### config.mk
export PLATFORM = sky130hd
export DESIGN_NAME = producer_consumer_arbiter
export DESIGN_NICKNAME = d
export VERILOG_FILES = /design/src/rtl/producer_consumer_arbiter.sv
export SDC_FILE = /design/constraint.sdc
export NUM_CORES = 1
export LEC_CHECK = 0
export BUFFER_PORTS_ARGS = -buffer_cell sky130_fd_sc_hd__buf_2
export CORE_ASPECT_RATIO = 1.75
export CORE_MARGIN = 4
export CORE_UTILIZATION = 39
export CTS_CLUSTER_SIZE = 30
export DETAILED_ROUTE_END_ITERATION = 8
export GPL_TIMING_DRIVEN = 0
export HOLD_SLACK_MARGIN = 0.1
export PLACE_DENSITY_LB_ADDON = 0.15
export SETUP_SLACK_MARGIN = 0.3
export SLEW_MARGIN = 5
export SYNTH_ARGS = -nofsm -noshare
export SYNTH_HDL_FRONTEND = slang
export SYNTH_SLANG_ARGS = --single-unit
### constraint.sdc
create_clock -name clk -period 6.35 [get_ports clk]
set_clock_uncertainty 0.05 [all_clocks]
set_input_delay 0 -clock clk [delete_from_list [all_inputs] [get_ports clk]]
set_output_delay 0 -clock clk [all_outputs]
set_load 0.02 [all_outputs]
### src/rtl/producer_consumer_arbiter.sv
// producer_consumer_arbiter: round-robin frame arbiter sharing one core between NUM_REQ requester streams
// Ports:
//   clk, reset (async, active-low)
//   req_valid/req_data/req_ready   requester input streams, requester i at req_data[i*DATA_WIDTH +: DATA_WIDTH]
//   input_fifo_valid/ready, input_fifo     granted stream towards the core
//   output_fifo_valid/ready, output_fifo   core results
//   rsp_valid/rsp_ready, rsp_data          results routed back to the owning requester
//   grant_id, busy                         current/last grant, high while streaming a frame
module producer_consumer_arbiter #(
    parameter int NUM_REQ    = 2,
    parameter int DATA_WIDTH = 32,
    parameter int FRAME_LEN  = 100,
    parameter int TAG_DEPTH  = 4
) (
    input  logic                          clk,
    input  logic                          reset,
    input  logic [NUM_REQ-1:0]            req_valid,
    input  logic [NUM_REQ*DATA_WIDTH-1:0] req_data,
    output logic [NUM_REQ-1:0]            req_ready,
    output logic                          input_fifo_valid,
    input  logic                          input_fifo_ready,
    output logic [DATA_WIDTH-1:0]         input_fifo,
    input  logic                          output_fifo_valid,
    output logic                          output_fifo_ready,
    input  logic [DATA_WIDTH-1:0]         output_fifo,
    output logic [NUM_REQ-1:0]            rsp_valid,
    input  logic [NUM_REQ-1:0]            rsp_ready,
    output logic [DATA_WIDTH-1:0]         rsp_data,
    output logic [1:0]                    grant_id,
    output logic                          busy
);
    localparam int CW = FRAME_LEN > 1 ? $clog2(FRAME_LEN) : 1;
    localparam int PW = $clog2(TAG_DEPTH);
    localparam int OW = $clog2(TAG_DEPTH + 1);
    typedef enum logic {IDLE, STREAM} state_t;
    state_t          state;
    logic [1:0]      last_grant, pick, head;
    logic [CW-1:0]   beat;
    logic [1:0]      tag_mem [TAG_DEPTH];
    logic [PW-1:0]   wr_ptr, rd_ptr;
    logic [OW-1:0]   count;
    logic            found, push, pop, hs, empty, full;
    // first valid requester after last_grant, wrapping; lowest distance wins
    always_comb begin
        found = 1'b0;
        pick  = '0;
        for (int k = 1; k <= NUM_REQ; k++) begin
            if (!found && req_valid[(int'(last_grant) + k) % NUM_REQ]) begin
                found = 1'b1;
                pick  = 2'((int'(last_grant) + k) % NUM_REQ);
            end
        end
    end
    assign empty = count == '0;
    assign full  = count == OW'(TAG_DEPTH);
    // a pop in the same cycle does not free a slot for this cycle's grant
    assign push  = state == IDLE && found && !full;
    assign head  = tag_mem[rd_ptr];
    assign hs    = input_fifo_valid && input_fifo_ready;
    assign pop   = output_fifo_valid && output_fifo_ready;
    always_comb begin
        busy              = state == STREAM;
        req_ready         = '0;
        input_fifo_valid  = 1'b0;
        input_fifo        = '0;
        rsp_valid         = '0;
        output_fifo_ready = 1'b0;
        rsp_data          = empty ? '0 : output_fifo;
        for (int i = 0; i < NUM_REQ; i++) begin
            if (busy && grant_id == 2'(i)) begin
                input_fifo_valid = req_valid[i];
                input_fifo       = req_data[i*DATA_WIDTH +: DATA_WIDTH];
                req_ready[i]     = input_fifo_ready;
            end
            if (!empty && head == 2'(i)) begin
                rsp_valid[i]      = output_fifo_valid;
                output_fifo_ready = rsp_ready[i];
            end
        end
    end
    always_ff @(posedge clk or negedge reset) begin
        if (!reset) begin
            state      <= IDLE;
            grant_id   <= '0;
            last_grant <= 2'(NUM_REQ - 1);
            beat       <= '0;
            wr_ptr     <= '0;
            rd_ptr     <= '0;
            count      <= '0;
        end else begin
            if (state == IDLE) begin
                if (push) begin
                    grant_id <= pick;
                    beat     <= '0;
                    state    <= STREAM;
                end
            end else if (hs) begin
                beat <= beat + CW'(1);
                if (beat == CW'(FRAME_LEN - 1)) begin
                    state      <= IDLE;
                    last_grant <= grant_id;
                end
            end
            if (push)
                wr_ptr <= wr_ptr + PW'(1);
            if (pop)
                rd_ptr <= rd_ptr + PW'(1);
            count <= count + OW'(push) - OW'(pop);
        end
    end
    always_ff @(posedge clk) begin
        if (push)
            tag_mem[wr_ptr] <= pick;
    end
endmodule

==> results of run 1 <==
## metal layers
layer,GRT usage,vias up,routed length [um]
met1,0.197,904,1820
met2,0.380,151,3030
met3,0.0212,7,812
met5,0,-,0
li1,-,1054,-
met4,0.0628,0,69
## area by class of cell
type | count | area (sq um)
Buffer | 12 | 60.1
Clock buffer | 3 | 41.3
Clock inverter | 1 | 5.00
Fill cell | 410 | 1610
Inverter | 7 | 26.3
Multi-Input combinational cell | 170 | 1170
Sequential cell | 21 | 547
Tap cell | 51 | 63.8
Timing Repair Buffer | 179 | 916
## worst paths after layout
check	endpoint	from	depth (start not counted)
min	beat[0]$_DFFE_PN0P_	reset	2
max reg2reg	count[2]$_DFF_PN0_	count[1]$_DFF_PN0_	9
min reg2reg	beat[6]$_DFFE_PN0P_	beat[6]$_DFFE_PN0P_	1
min in group clk	grant_id[0]$_DFFE_PN0P_	req_valid[0]	4
max in group asynchronous	last_grant[0]$_DFFE_PN1P_	reset	2
max	count[2]$_DFF_PN0_	count[1]$_DFF_PN0_	9
## stage by stage
step           cells  utilization  instance area, sq um  setup WS [ps]  hold WS (ps)
2_1_floorplan    210            -                  1810           3970          -346
3_3_place_gp     436        0.618                  2750           3650          -101
3_5_place_dp     436        0.618                  2750           3600         -99.5
4_1_cts          444        0.637                  2830           3570           154
5_1_grt          444        0.637                  2830           3340           191
6_report         444        0.637                  2830           3640           146
## worst reg2reg max path, stage by stage, from the launching register on
cell and delay (ps):
dfrtp_1 390, nor3_1 620, nand2b_1 310, nor2_1 100, ha_1 280, inv_1 40, ha_1 180, fa_1 370
xnor2_1 180, xnor2_1 130
## registers in the layout (all words and copies together), names as in the netlist
| register | cells |
|---|---|
| beat | 7 |
| busy | 1 |
| count | 3 |
| grant_id | 1 |
| last_grant | 1 |
| rd_ptr | 2 |
| tag_mem | 4 |
| wr_ptr | 2 |
## cell families (layout without fill, tap and decap cells)
kind of cell	after synthesis	in the layout	share of synthesized area
compound gates	8	8	0.0277
xor+xnor	6	6	0.0291
fa+ha+maj	8	8	0.0596
buf+inv	19	202	0.0478
flops	21	21	0.303
mux	43	43	0.242
other cells	1	1	0.00208
simple gates	104	104	0.289
## power groups by stage
stage	logic (mW)	clock network [mW]	registers (mW)
3_5_place_dp	0.386	0	0.202
3_3_place_gp	0.380	0	0.202
6_report	0.389	0.0865	0.201
5_1_grt	0.433	0.0932	0.206
2_1_floorplan	0.257	0	0.197
4_1_cts	0.395	0.0890	0.200
## cells in the final DEF, fill, tap and decap left out, types with 2 or more instances in the layout
| master | instances |
|---|---|
| and2_1 | 4 |
| and3_1 | 4 |
| buf_2 | 178 |
| clkbuf_1 | 7 |
| clkbuf_8 | 3 |
| dfrtp_1 | 16 |
| dlygate4sd3_1 | 4 |
| edfxtp_1 | 4 |
| ha_1 | 7 |
| inv_1 | 6 |
| mux2i_1 | 40 |
| nand2_1 | 10 |
| nand3_1 | 2 |
| nor2_1 | 44 |
| nor2b_1 | 33 |
| nor3_1 | 2 |
| o21ai_0 | 2 |
| o21ai_1 | 2 |
| xnor2_1 | 5 |
==> metrics, run 1 <==
Num CTS Buffers 3; drt first pass iters 4; Die Y 98.0 um; layout cell share with drive strength beyond 1 0.478; Avg WL per Cell 12.9 um; DP Wirelength 4990 um; Layout area overhead 56.8%; Max clock buf depth 2; Top FF cell, synth dfrtp_1; Slew Viols, Final 0; vias after detailed routing 2116; Power Density 239 mW/mm^2; hold_buf cts 4; Comb power frac 0.575; die footprint 0.00583 sq mm; status completed; CP Data Arrival Time 2850 ps; post-CTS setup buffers 0; Max Cap Viol 0; initial DRC count 32; most frequent cell after synthesis nor2_1; register-to-register setup slack 3640 ps; number of flops mapped to enable cells by yosys 4; CTS tree built; Tcrit/Tclk final 0.426; global-route wire length before repair 8850 um; crit end category flop; CP max stage cell nor3_1; root buf cell clkbuf_8; Mapped Area 0.00181 sq mm; clk slew on worst S/H paths 70 ps; Reg power frac 0.297; synth cell count leaders nor2_1, mux2i_1, nor2b_1; Routed Antenna Nets 0; Power Total 677 uW; clk sinks 21; Tmin final 2710 ps; critical-path maximum fanout 7; Fin Setup TNS 0 ps; vias per inst 4.77; starting density of the core 0.406; crit-path max cell delay 610 ps; final hold violation count 0; Mapped Nets 322; Netlist cell types 36; Syn Inst Count 210; f_max 369 MHz; GR Util All Layers 0.193; H-tree depth 1; unrepaired setup endpoints after global routing no; antenna fix cells 0; PortBufs 175; cell taking the most area after synthesis dfrtp_1; NetSw 301 uW; critical path required time 6490 ps; largest net degree at the start of global routing 18; top post-synthesis cells by area dfrtp_1, mux2i_1, nor2b_1; crit path launch type flop; headroom to the max-slew limit 0.518; Syn. warnings 0; worst min path class input port to async pin; I/O Pins 177; antenna violations before repair 0; area of the core 0.00444 sq mm; crit-path leading delay family simple AND/OR/NAND/NOR gates; sw frac 0.444; worst vdd ir 153 uV; total global routing overflow 0; P_leak 1.60 nW; WP buf/inv 1; post_cts resized 0; Clk network pwr share 0.128; FF+latch count, synth 21; Async S/R FF share, synth 0.810; P_int 376 uW; post-synth top area share 0.222; NumNets Final 506; Worst-Skew Late Latency 260 ps; Die X 59.4 um; crit-path cells nor3_1, nand2b_1, nor2_1, ha_1, inv_1, ha_1, fa_1, xnor2_1, xnor2_1; Syn Area/Cell 8.60 sq um; Row Count 32; Seq/Total Area, Yosys 0.303; Final GP Congestion 0.787; crit path kind flop to flop; worst slew pin tran 718 ps; WL final 5730 um; DRC errors left 0; vias in the first global route 2033; Setup-failing EPs final 0
No activity file was read; power rests on OpenSTA's default activity.
==> inputs of run 2 (changes only) <==
--- a/config.mk
+++ b/config.mk
@@ -8,7 +8,7 @@
 export BUFFER_PORTS_ARGS = -buffer_cell sky130_fd_sc_hd__buf_2
 export CORE_ASPECT_RATIO = 1.75
 export CORE_MARGIN = 4
-export CORE_UTILIZATION = 39
+export CORE_UTILIZATION = 33
 export CTS_CLUSTER_SIZE = 30
 export DETAILED_ROUTE_END_ITERATION = 8
 export GPL_TIMING_DRIVEN = 0
==> constraint.sdc (replaced) <==
create_clock -name clk -period 2.3 [get_ports clk]
set_clock_uncertainty 0.05 [all_clocks]
set_input_delay 0 -clock clk [delete_from_list [all_inputs] [get_ports clk]]
set_output_delay 0 -clock clk [all_outputs]
set_load 0.02 [all_outputs]
==> run 2 against run 1 <==
  * The flow now finishes with violations (setup timing)
  * Hold slack got worse by 31 ps
  * Final area increased by 4.1%
  * Critical path depth rose by 1
  * Maximum frequency is 13% higher
  * Setup slack worse by 3700 ps
  * Clock power increased to 2.7 times the previous value
  * Via count shrank 0.99%
  * Die area increased by 16%
==> metrics, run 2 (same netlist as run 1, synthesis figures left out) <==
sw frac 0.439 (-0.00591); Setup-failing EPs final 1 (+1); f_max 418 MHz (+13%); Max Cap Viol 0 (unchanged); worst vdd ir 305 uV (+99%); Fill cells 550 (+34%); NetSw 873 uW (+190%); crit path kind flop to flop; drt first pass iters 4 (unchanged); vias per inst 4.43 (-7.1%); failing checks setup timing; final hold violation count 0 (unchanged); P_int 1.12 mW (+200%); DP Wirelength 4910 um (-1.6%); PortBufs 175 (unchanged); Die X 63.9 um (+7.5%); DRC errors left 0 (unchanged); die footprint 0.00677 sq mm (+16%); Clk network pwr share 0.118 (-0.010); critical-path maximum fanout 3 (-4); Slew Viols, Final 0 (unchanged); critical path required time 2400 ps (-4090 ps); most frequent cells in the layout buf_2, nor2_1, mux2i_1; biggest regs beat (7), tag_mem (4), count (3); Hold Slack 116 ps (-30.5 ps); hold depth 3; NumNets Final 512 (+1.2%); Worst Setup SP rd_ptr[1]$_DFFE_PN0P_; CTS tree built; number of flip-flops in the largest register 7 (unchanged); starting density of the core 0.341 (-0.0655); Worst-Skew Late Latency 250 ps (about the same); layout cell share with drive strength beyond 1 0.509 (+0.0304); Power Total 1.99 mW (+190%); I/O Pins 177 (unchanged); clk slew on worst S/H paths 80 ps (about the same); crit end category flop; area of the core 0.00530 sq mm (+19%); worst slew pin tran 512 ps (-206 ps); Die Y 106 um (+8.0%); WL final 5720 um (-0.17%); Setup WS pre-CTS -165 ps (-3770 ps); total global routing overflow 0 (unchanged); most common cell after layout, fill and taps aside buf_2; antenna fix cells 0 (unchanged); reg2reg start rd_ptr[1]$_DFFE_PN0P_; Row Count 35 (+9.4%); placed cell count 459 (+5.3%); Max clock buf depth 2 (unchanged); crit path launch type flop; largest net degree at the start of global routing 18 (unchanged); P_leak 1.63 nW (+1.9%); Layout area overhead 63.2%; GR Util All Layers 0.172 (-0.0215); Placement Cell Area 0.00278 sq mm (+1.4%); root buf cell clkbuf_8; Routed Antenna Nets 0 (unchanged); reg2reg path depth 10 (+1); Hold EP rd_ptr[0]$_DFFE_PN0P_; H-tree depth 1 (unchanged); register-to-register setup slack -90 ps (-3730 ps); Final GP Congestion 0.775 (-1.6%); headroom to the max-slew limit 0.656 (+0.138); Avg WL per Cell 12.1 um (-6.3%); hold path startpoint output_fifo_valid; antenna violations before repair 0 (unchanged); vias in the first global route 2144 (+5.5%); vias after detailed routing 2095 (-0.99%); Finished Layout Cells 473 (+6.5%); Top reg by flops beat; r2r endpoint count[2]$_DFF_PN0_; initial DRC count 32 (unchanged); Power Density 675 mW/mm^2 (+180%); Tcrit/Tclk final 1.04 (+0.613); CP Data Arrival Time 2490 ps (-360 ps); setup ws final -91.0 ps (-3730 ps); Tmin final 2390 ps (-317 ps); unrepaired setup endpoints after global routing yes; Comb power frac 0.589 (+0.014); clk sinks 21 (unchanged); final instance area 0.00295 sq mm (+4.1%); Num CTS Buffers 3 (unchanged); global-route wire length before repair 9490 um (+7.3%); worst min path class input port to flop; Reg power frac 0.293 (-0.004); status finished, violations left
-- run 2: worst max-delay path by stage --
stage	endpoint	cells after the start	slack [ps]
final	count[2]$_DFF_PN0_	10	-90
after global routing	count[2]$_DFF_PN0_	10	-230
after CTS	count[2]$_DFF_PN0_	10	-90
after detailed placement	count[2]$_DFF_PN0_	10	-160
after global placement	count[2]$_DFF_PN0_	10	-140
after floorplan	count[2]$_DFF_PN0_	10	20
-- run 2: stage by stage --
step                 util  setup TNS, ps
CTS                 0.555          -88.7
global placement    0.525           -147
floorplan               -              0
detailed placement  0.525           -203
global route        0.556           -294
finish              0.556          -91.0
-- run 2: routing by layer --
metal,share of wire,vias up,global-route usage,wire [um]
met5,0,-,0,0
met4,0.014,0,0.0526,82
met3,0.13,6,0.0522,740
met2,0.51,149,0.323,2890
met1,0.35,876,0.176,2000
li1,-,1064,-,-
-- run 2: worst max-delay path, stage by stage, from the launching register on --
cell and delay, ps:
dfrtp_1 430, mux2i_2 180, mux2i_2 200, mux2i_1 260, nor2_1 70, ha_1 270
inv_1 40, ha_2 160, fa_2 360, xnor2_2 150, xnor2_1 120
-- run 2: repair_timing --
action	4_1_cts	5_1_grt
cloned	0	0
setup endpoints to repair	2	3
hold endpoints to repair	18	0
resized for setup	6	2
hold buffers	3	0
pin swaps	0	0
buffers inserted	7	0
-- run 2: power groups by stage --
stage                     logic, mW  registers [mW]  clock network, mW
after floorplan               0.715           0.548                  0
after global placement         1.05           0.564                  0
after detailed placement       1.07           0.566                  0
after CTS                      1.18           0.577              0.237
after global routing           1.29           0.596              0.254
final                          1.17           0.582              0.235
-- run 2: area by class of cell --
class                   instances  area, sq um  share of cell area
repair buffers                185          961               0.326
flip-flops and latches         21          547               0.186
clock buffers                   4         45.0              0.0153
well taps                      74         92.6              0.0314
inverters                       7         26.3             0.00892
plain buffers                  12         60.1              0.0204
multi-input cells             170         1210               0.412
==> inputs of run 3 (changes only) <==
--- a/config.mk
+++ b/config.mk
@@ -5,15 +5,16 @@
 export SDC_FILE = /design/constraint.sdc
 export NUM_CORES = 1
 export LEC_CHECK = 0
+export ABC_AREA = 1
 export BUFFER_PORTS_ARGS = -buffer_cell sky130_fd_sc_hd__buf_2
 export CORE_ASPECT_RATIO = 1.75
 export CORE_MARGIN = 4
-export CORE_UTILIZATION = 33
+export CORE_UTILIZATION = 35
 export CTS_CLUSTER_SIZE = 30
 export DETAILED_ROUTE_END_ITERATION = 8
 export GPL_TIMING_DRIVEN = 0
 export HOLD_SLACK_MARGIN = 0.1
-export PLACE_DENSITY_LB_ADDON = 0.15
+export PLACE_DENSITY = 0.91
 export SETUP_SLACK_MARGIN = 0.3
 export SLEW_MARGIN = 5
 export SYNTH_ARGS = -nofsm -noshare
==> run 3 against run 2 <==
  * Non-clock buffer count rose by 28
  * Combinational power grew 140%
  * Critical path type unchanged
  * Die area up 3.4%
  * Core utilization up 5.0 points
  * The flow now finishes without violations
  * Power rose by 88%
  * Final cell count up 29%
  * Critical path depth rose by 8
  * Synthesized area rose by 10%
  * Register-to-register slack gained 130 ps
  * Sequential share of layout area fell by 2.2 points
  * Clock power grew 3%
==> metrics, run 3 <==
status completed; total global routing overflow 0 (unchanged); vias after detailed routing 2907 (+39%); largest net degree at the start of global routing 18 (unchanged); Fill cells 504 (-8.4%); PortBufs 175 (unchanged); Seq/Total Area, Yosys 0.275 (-0.0277); reg2reg start rd_ptr[0]$_DFFE_PN0P_; Async S/R FF share, synth 0.810 (unchanged); worst vdd ir 632 uV (+110%); Mapped Nets 436 (+35%); Num CTS Buffers 3 (unchanged); root buf cell clkbuf_8; crit end category flop; number of flops mapped to enable cells by yosys 4 (unchanged); Routed Antenna Nets 0 (unchanged); Worst Setup SP rd_ptr[0]$_DFFE_PN0P_; global-route wire length before repair 12000 um (+26%); Top reg by flops beat; area occupied by multi-input gates 0.00120 sq mm (-1.4%); Die Y 108 um (+1.7%); antenna fix cells 0 (unchanged); initial DRC count 142 (+340%); Tcrit/Tclk final 0.984 (-0.0552); I/O Pins 177 (unchanged); post-synth top area share 0.202 (-0.0202); die footprint 0.00699 sq mm (+3.4%); Tmin final 2260 ps (-127 ps); most common cell after layout, fill and taps aside buf_2; Syn Inst Count 324 (+54%); Netlist cell types 28 (-22%); Top FF cell, synth dfrtp_1; starting density of the core 0.359 (+0.0179); Layout Utilization 0.606 (+0.0503); Reg power frac 0.172 (-0.121); Max Cap Viol 0 (unchanged); Syn. warnings 0 (unchanged); worst min path class input port to async pin; Crit path top cell by count nand2_2; Max clock buf depth 2 (unchanged); antenna violations before repair 0 (unchanged); clk slew on worst S/H paths 70 ps (about the same); synth cell count leaders nand3_1, nand2_1, inv_1; DP Wirelength 5930 um (+21%); WP buf/inv 10 (+9); Mapped Area 0.00199 sq mm (+10%); Die X 65.0 um (+1.6%); NetSw 1.98 mW (+130%); Power Density 1110 mW/mm^2 (+65%); crit path kind flop to flop; most frequent cells in the layout buf_2, nand3_1, nand2_1; Layout area overhead 69.1%; Avg WL per Cell 13.5 um (+12%); area of the core 0.00554 sq mm (+4.6%); DRC errors left 0 (unchanged); Final GP Congestion 0.841 (+8.5%); Register Area 549 sq um (+0.46%); Slew Viols, Final 0 (unchanged); crit-path max cell delay 420 ps (about the same); clk sinks 21 (unchanged); vias per inst 4.77 (+7.8%); final hold violation count 0 (unchanged); most frequent cell after synthesis nand3_1; f_max 442 MHz (+5.6%); Syn Area/Cell 6.13 sq um (-29%); P_leak 2.05 nW (+26%); CP Data Arrival Time 2360 ps (-130 ps); Finished Layout Cells 609 (+29%); drt first pass iters 4 (unchanged); top post-synthesis cells by area dfrtp_1, nand3_1, nand2_1; FF+latch count, synth 21 (unchanged); cell taking the most area after synthesis dfrtp_1; crit-path leading delay family buffers and inverters; NumNets Final 646 (+26%); sw frac 0.530 (+0.0918); Worst-Skew Late Latency 260 ps (about the same); WL final 8210 um (+44%); number of flip-flops in the largest register 7 (unchanged); H-tree depth 1 (unchanged); CP max stage cell dfrtp_1; crit path launch type flop; critical-path maximum fanout 4 (+1); P_int 1.76 mW (+57%); biggest regs beat (7), tag_mem (4), count (3); vias in the first global route 2821 (+32%); GR Util All Layers 0.216 (+0.0436); Row Count 36 (+2.9%); Comb power frac 0.764 (+0.175); layout cell share with drive strength beyond 1 0.473 (-0.0360); Clk network pwr share 0.065 (-0.053); critical path required time 2400 ps (about the same); crit-path cells inv_2, nand2_2, nand3_2, nand2_2, nand3_2, nand2_2, nand2_2, buf_4, buf_6, buf_4, buf_6, buf_6, buf_6, buf_4, buf_4, buf_4, nand2_2, nand2_2; unrepaired setup endpoints after global routing yes; placed cell count 575 (+25%); Setup-failing EPs final 0 (-1); Fin Setup TNS 0 ps (+91.0 ps); CTS tree built
run 3: repair_timing:
item | 4_1_cts | 5_1_grt
setup buffers | 23 | 3
gates cloned | 0 | 0
setup endpoints to repair | 2 | 5
gates resized for setup | 14 | 16
pin swaps | 8 | 11
hold endpoints to repair | 25 | 0
hold buffers | 4 | 0
run 3: cell type report:
cell class,count,area share
inverter,60,0.0685
sequential,21,0.164
tap,76,0.0283
timing repair buffer,205,0.339
multi-input combinational,223,0.356
clock buffer,4,0.0134
buffer,20,0.0309
run 3: power groups by stage:
stage,sequential [mW],combinational (mW),clock (mW)
after global placement,0.622,2.26,0
after CTS,0.629,2.66,0.241
after global routing,0.655,3.11,0.265
after floorplan,0.616,1.59,0
final,0.642,2.86,0.242
after detailed placement,0.635,2.31,0
run 3: worst paths after layout:
check | depth (start not counted) | slack [ps] | end
setup / recovery | 18 | 40 | rd_ptr[0]$_DFFE_PN0P_
hold / removal | 2 | 150 | beat[5]$_DFFE_PN0P_
setup reg to reg | 18 | 40 | rd_ptr[0]$_DFFE_PN0P_
hold reg to reg | 2 | 430 | last_grant[0]$_DFFE_PN1P_
max in group asynchronous | 2 | 1730 | last_grant[0]$_DFFE_PN1P_
min in group clk | 3 | 180 | tag_mem[0][0]$_DFFE_PP_
run 3: logic make-up after synthesis:
kind of cell,synth area share
AO/OA/AOI/OAI,0.0510
XOR/XNOR,0.0176
adder cells (fa/ha/maj),0.0542
buffers and inverters,0.163
flip-flops,0.275
other,0.00189
AND/OR/NAND/NOR,0.437
run 3: stage by stage:
step,setup WS (ps),hold WS (ps),total power [mW],instance area (sq um)
2_1_floorplan,77.2,-346,2.20,2000
3_3_place_gp,66.3,-108,2.88,2970
3_5_place_dp,22.0,-101,2.95,2970
4_1_cts,110,182,3.53,3280
5_1_grt,-70.5,193,4.03,3360
6_report,36.1,151,3.74,3360
run 3: layer usage:
metal | up-vias | global-route usage | part of all wire
li1 | 1416 | - | -
met3 | 25 | 0.0397 | 0.10
met4 | 0 | 0.0908 | 0.037
met5 | - | 0 | 0
met1 | 1278 | 0.205 | 0.33
met2 | 188 | 0.430 | 0.53
